--- src/rtl/aging_vec_player.sv ---
// Stimulus-vector player: replays a loaded vector table into a DUT, folds each
// settled response into a MISR signature, and compares it against a golden value.
module aging_vec_player #(
  parameter int unsigned      IN_W       = 32,
  parameter int unsigned      OUT_W      = 32,
  parameter int unsigned      DEPTH      = 64,
  parameter int unsigned      SETTLE_CYC = 1,
  parameter logic [OUT_W-1:0] MISR_POLY  = OUT_W'(32'h0000_00C5),
  localparam int unsigned     AW         = (DEPTH > 1) ? $clog2(DEPTH) : 1
) (
  input  logic             clk,
  input  logic             rst_n,
  input  logic             load_en,
  input  logic [AW-1:0]    load_addr,
  input  logic [IN_W-1:0]  load_data,
  input  logic [AW:0]      cfg_len,
  input  logic [15:0]      cfg_loops,
  input  logic             start,
  input  logic             stop,
  input  logic [OUT_W-1:0] golden_sig,
  input  logic [OUT_W-1:0] dut_out,
  output logic [IN_W-1:0]  dut_in,
  output logic             busy,
  output logic             done,
  output logic             aborted,
  output logic             sig_match,
  output logic [OUT_W-1:0] misr_sig,
  output logic [AW-1:0]    vec_idx,
  output logic [15:0]      pass_cnt
);

  localparam int unsigned WCW     = (SETTLE_CYC > 1) ? $clog2(SETTLE_CYC) : 1;
  localparam logic [AW:0] DEPTH_L = (AW+1)'(DEPTH);
  localparam logic [WCW-1:0] WAIT_INIT = WCW'((SETTLE_CYC > 0) ? SETTLE_CYC - 1 : 0);

  typedef enum logic [2:0] {
    S_IDLE,
    S_APPLY,
    S_WAIT,
    S_CAPTURE,
    S_DONE
  } state_t;

  state_t           state_q;
  logic [IN_W-1:0]  mem [DEPTH];
  logic [IN_W-1:0]  dut_in_q;
  logic [OUT_W-1:0] misr_q, misr_d;
  logic [AW-1:0]    vec_idx_q;
  logic [15:0]      pass_cnt_q, pass_inc, pass_sat;
  logic [AW:0]      len_q;
  logic [15:0]      loops_q;
  logic [WCW-1:0]   wait_q;
  logic             busy_q, done_q, aborted_q, sig_match_q;
  logic             len_ok, last_vec;

  assign len_ok   = (cfg_len != '0) && (cfg_len <= DEPTH_L);
  assign last_vec = ({1'b0, vec_idx_q} == (len_q - (AW+1)'(1)));
  assign pass_inc = pass_cnt_q + 16'd1;
  assign pass_sat = (pass_cnt_q == '1) ? '1 : pass_inc;

  always_comb begin
    misr_d = (misr_q << 1) ^ dut_out ^ (misr_q[OUT_W-1] ? MISR_POLY : '0);
  end

  // Table is writable only between runs; no reset so it maps onto plain RAM.
  always_ff @(posedge clk) begin
    if (load_en && (state_q == S_IDLE) && ({1'b0, load_addr} < DEPTH_L)) begin
      mem[load_addr] <= load_data;
    end
  end

  always_ff @(posedge clk or negedge rst_n) begin
    if (!rst_n) begin
      state_q     <= S_IDLE;
      dut_in_q    <= '0;
      misr_q      <= '0;
      vec_idx_q   <= '0;
      pass_cnt_q  <= '0;
      len_q       <= '0;
      loops_q     <= '0;
      wait_q      <= '0;
      busy_q      <= 1'b0;
      done_q      <= 1'b0;
      aborted_q   <= 1'b0;
      sig_match_q <= 1'b0;
    end else begin
      done_q <= 1'b0;
      case (state_q)
        S_IDLE: begin
          if (start && len_ok) begin
            len_q       <= cfg_len;
            loops_q     <= cfg_loops;
            misr_q      <= '0;
            vec_idx_q   <= '0;
            pass_cnt_q  <= '0;
            aborted_q   <= 1'b0;
            sig_match_q <= 1'b0;
            busy_q      <= 1'b1;
            state_q     <= S_APPLY;
          end
        end
        S_APPLY: begin
          if (stop) begin
            aborted_q <= 1'b1;
            busy_q    <= 1'b0;
            state_q   <= S_DONE;
          end else begin
            dut_in_q <= mem[vec_idx_q];
            wait_q   <= WAIT_INIT;
            state_q  <= (SETTLE_CYC > 0) ? S_WAIT : S_CAPTURE;
          end
        end
        S_WAIT: begin
          if (stop) begin
            aborted_q <= 1'b1;
            busy_q    <= 1'b0;
            state_q   <= S_DONE;
          end else if (wait_q == '0) begin
            state_q <= S_CAPTURE;
          end else begin
            wait_q <= wait_q - WCW'(1);
          end
        end
        S_CAPTURE: begin
          // Abort wins over the capture in the same cycle: signature is frozen.
          if (stop) begin
            aborted_q <= 1'b1;
            busy_q    <= 1'b0;
            state_q   <= S_DONE;
          end else begin
            misr_q <= misr_d;
            if (!last_vec) begin
              vec_idx_q <= vec_idx_q + AW'(1);
              state_q   <= S_APPLY;
            end else begin
              pass_cnt_q <= pass_sat;
              if ((loops_q != '0) && (pass_inc == loops_q)) begin
                busy_q  <= 1'b0;
                state_q <= S_DONE;
              end else begin
                vec_idx_q <= '0;
                state_q   <= S_APPLY;
              end
            end
          end
        end
        S_DONE: begin
          done_q      <= 1'b1;
          sig_match_q <= (misr_q == golden_sig) && !aborted_q;
          state_q     <= S_IDLE;
        end
        default: state_q <= S_IDLE;
      endcase
    end
  end

  assign dut_in    = dut_in_q;
  assign busy      = busy_q;
  assign done      = done_q;
  assign aborted   = aborted_q;
  assign sig_match = sig_match_q;
  assign misr_sig  = misr_q;
  assign vec_idx   = vec_idx_q;
  assign pass_cnt  = pass_cnt_q;

endmodule

--- config.mk ---
export PLATFORM = sky130hd
export DESIGN_NAME = aging_vec_player
export DESIGN_NICKNAME = d
export VERILOG_FILES = /design/src/rtl/aging_vec_player.sv
export SDC_FILE = /design/constraint.sdc
export NUM_CORES = 2
export LEC_CHECK = 0
export BUFFER_PORTS_ARGS = -buffer_cell sky130_fd_sc_hd__buf_2
export CAP_MARGIN = 20
export CORE_ASPECT_RATIO = 1.5
export CORE_MARGIN = 2
export CORE_UTILIZATION = 35
export DETAILED_ROUTE_END_ITERATION = 16
export PLACE_DENSITY = 0.5
export RECOVER_POWER = 100
export SYNTH_ARGS = -nofsm -noshare
export SYNTH_HDL_FRONTEND = slang
export SYNTH_SLANG_ARGS = --single-unit
--- constraint.sdc ---
create_clock -name clk -period 4.1 [get_ports clk]
set_input_delay 0.615 -clock clk [delete_from_list [all_inputs] [get_ports clk]]
set_output_delay 0.615 -clock clk [all_outputs]
set_load 0.05 [all_outputs]
==> metrics.md <==
| Metric | Value |
|---|---|
| Run status | finished, violations left |
| Unique masters post-synth | 56 |
| Fill cells | 21,122 |
| Power Total | 51,500 µW |
| Final Hold Viols | 0 |
| Tightest Hold Check Type | in2reg |
| Largest net degree at the start of global routing | 86 |
| Cell taking the most area after synthesis | edfxtp_1 |
| Period utilization | 91.2% |
| CP Class | reg2out |
| Slew Viols, Final | 2,187 |
| Core ar. | 0.239 mm² |
| CTS H-Tree Depth | 4 |
| Min-delay src | cfg_len[0] |
| Met1 Wirelength | 91.8 mm |
| Max Cap Viol | 48 |
| P_leak | 0.0290 µW |
| Die height | 604 µm |
| Area growth syn-to-layout | 14.7% |
| Clock power share | 35.0% |
| Total negative setup slack | 0 ns |
| Num rows | 220 |
| First-pass GRT wire length | 328 mm |
| Post-CTS setup buffers | 0 |
| CP arrival | 3.12 ns |
| Max-slew headroom | -92.2% |
| Num ports | 220 |
| Syn Area/Cell | 23.5 µm² |
| YS warnings | 0 |
| Failing checks | max-capacitance violations, max-slew violations |
| Area occupied by registers | 0.0644 mm² |
| Crit path launch type | flop |
| Fmax | 267 MHz |
| Main synth FF type | edfxtp_1 |
| Reg2Reg Depth | 7 |
| Worst slew pin tran | 2.88 ns |
| Syn Nets | 3,703 |
| Number of flops mapped to enable cells by yosys | 2,048 |
| Seq/Total Area, Yosys | 76.8% |
| Critical Path End Type | primary output |
| Hold Slack | 0.0548 ns |
| PwrDens | 536 mW/mm² |
| Post-Syn Area | 0.0839 mm² |
| Num CTS Buffers | 201 |
| Crit path max fanout | 39 |
| DR top layer | met5 |
| Worst r2r dst | mem[48][20]$_DFFE_PP_ |
| Die footprint | 0.244 mm² |
| Vias in the first global route | 41,211 |
| Worst-Skew Late Latency | 0.85 ns |
| Worst path max stage delay | 1.42 ns |
| Hold path cells | 2 |
| 1st-iter DRT viols | 3,939 |
| P_int | 38,300 µW |
| Req. time, crit path | 3.48 ns |
| Worst R2R Setup Slack | 0.49 ns |
| Clk slew on worst S/H paths | 0.07 ns |
| DP HPWL | 135 mm |
| RSZ-0062 raised after global routing | false |
| Net Sw Frac | 25.7% |
| Clock Sink Count | 2,164 |
| Initial Utilization | 35.1% |
| GRT Total Usage | 19.1% |
| Crit-path cells | clkbuf_2 -> buf_2 |
| Ratio of cells with drive above 1 in the final layout | 31.2% |
| CTS Buffer Depth | 4 |
| Drt first pass iters | 7 |
| Initial antenna violation count | 32 |
| Comb power frac | 15.6% |
| CTS tree | built |
| Drt wl/cell | 32.0 µm |
| Slowest CP cell | clkbuf_2 |
| Final setup violation count | 0 |
| Sequential share of power | 49.4% |
| Main area contributors after synthesis | edfxtp_1 (73%), mux4_2 (18%), dfrtp_1 (3.5%), mux2_2 (0.74%), xnor2_1 (0.67%) |
| Skew final | 0.0320 ns |
| Net Sw Power | 13,200 µW |
| CP top delay family | buffers and inverters |
| Nets | 4,156 |
| Area of the multi-input gates | 0.0189 mm² |
| Met3 wire len | 11.8 mm |
| Residual DRC count | 0 |
| Worst vdd ir | 439 µV |
| GRT overflow | 0 |
| Buffers & Inverters on Critical Path | 2 |
| Die Width | 404 µm |
| Synth top area share | 73.3% |
| Clock root buffer | clkbuf_16 |
| Minimum clock period after layout | 3.74 ns |
| Yosys reg bits | 2,164 |
| Count leader, synth | edfxtp_1 |
| Synth async-reset ratio | 5.36% |
| Post-synth top cells | edfxtp_1 (2,048), mux4_2 (672), dfrtp_1 (116) |
| Final ANT Viol Nets | 0 |
| R2r startpoint | state_q[2]$_DFFE_PN0P_ |
| WL final | 234 mm |
| WL met2 | 124 mm |
| Worst hold endpoint | len_q[0]$_DFFE_PN0P_ |
| Syn Inst Count | 3,570 |
| Number of buffers added on ports | 219 |
| Global placement routability congestion | 0.788 |
| Via count | 39,790 |
| Via density | 5.46 |
## power groups by stage
stage	sequential [µW]	combinational (µW)	clock, µW
CTS	25500	8340	18400
floorplan	26300	4960	0
finish	25500	8040	18000
detailed placement	25900	8300	0
global route	25500	8590	19200
global placement	25900	8270	0
## layout by cell type, fill, tap and decap left out, types with 42 or more instances in the layout
| master | netlist | final |
|---|---|---|
| nand3_1 | 51 | 50 |
| clkbuf_16 | 0 | 205 |
| xnor2_1 | 64 | 64 |
| mux4_2 | 672 | 672 |
| buf_4 | 3 | 42 |
| edfxtp_1 | 2048 | 2048 |
| clkbuf_1 | 97 | 203 |
| clkinv_1 | 0 | 49 |
| o21ai_0 | 42 | 43 |
| nor2_1 | 94 | 59 |
| buf_2 | 51 | 112 |
| dfrtp_1 | 116 | 110 |
| clkbuf_2 | 1 | 51 |
| mux2_2 | 55 | 55 |
## metal layers
layer / global-route usage (%) / up-vias
met5: 0 / -
met4: 4.64 / 14
met3: 2.42 / 319
met2: 34.6 / 1185
met1: 24.1 / 22130
li1: - / 16142
## cell families after synthesis
kind of cell             count (synthesis)  synth area share, %
flip-flops                            2164                 76.8
multiplexers                           728                 18.8
AND/OR/NAND/NOR                        263                 1.51
buffers and inverters                  200                 1.02
AO/OA/AOI/OAI                          117                0.864
XOR/XNOR                                95                0.992
adder cells (fa/ha/maj)                  3               0.0448
## layout make-up
type,instances,share of cell area (%)
Antenna cell,2,0.00520
Clock buffer,242,5.50
Clock inverter,114,0.882
Inverter,7,0.0273
Multi-Input combinational cell,1206,19.6
Sequential cell,2164,67.0
Tap cell,3108,4.04
Timing Repair Buffer,443,2.93
## how the worst max path moves through the flow
stage	startpoint	slack [ns]	to	cells past startpoint
2_1_floorplan	vec_idx[0]$_DFFE_PN0P_	0.75	dut_in[0]$_DFFE_PN0P_	7
3_3_place_gp	vec_idx[1]$_DFFE_PN0P_	0.59	dut_in[21]$_DFFE_PN0P_	6
3_5_place_dp	vec_idx[1]$_DFFE_PN0P_	0.57	dut_in[20]$_DFFE_PN0P_	6
4_1_cts	vec_idx[1]$_DFFE_PN0P_	0.58	dut_in[20]$_DFFE_PN0P_	6
5_1_grt	state_q[2]$_DFFE_PN0P_	0.30	mem[16][12]$_DFFE_PP_	7
6_report	vec_idx[3]$_DFFE_PN0P_	0.36	vec_idx[3]	2
## state kept, by name, indices dropped and copies added (netlist names)
name / count
sig_match: 1
loops_q: 16
state_q: 3
aborted: 1
pass_cnt: 16
vec_idx: 6
busy: 1
mem: 2048
len_q: 7
misr_sig: 32
done: 1
dut_in: 32
## through the flow
step / cell area [µm²] / util [%] / worst slack, ns / instances
6_report: 96200 / 40.3 / 0.360 / 7286
3_3_place_gp: 90900 / 38.0 / 0.592 / 6879
3_5_place_dp: 90900 / 38.0 / 0.573 / 6879
4_1_cts: 97200 / 40.7 / 0.582 / 7254
5_1_grt: 96200 / 40.3 / 0.298 / 7285
2_1_floorplan: 83900 / - / 0.746 / 3570
## what timing repair did
| item | CTS | global route |
|---|---|---|
| endpoints found under the hold margin | 101 | 0 |
| hold buffers | 19 | 0 |
| resized for setup | 0 | 0 |
No activity file was read; power rests on OpenSTA's default activity.
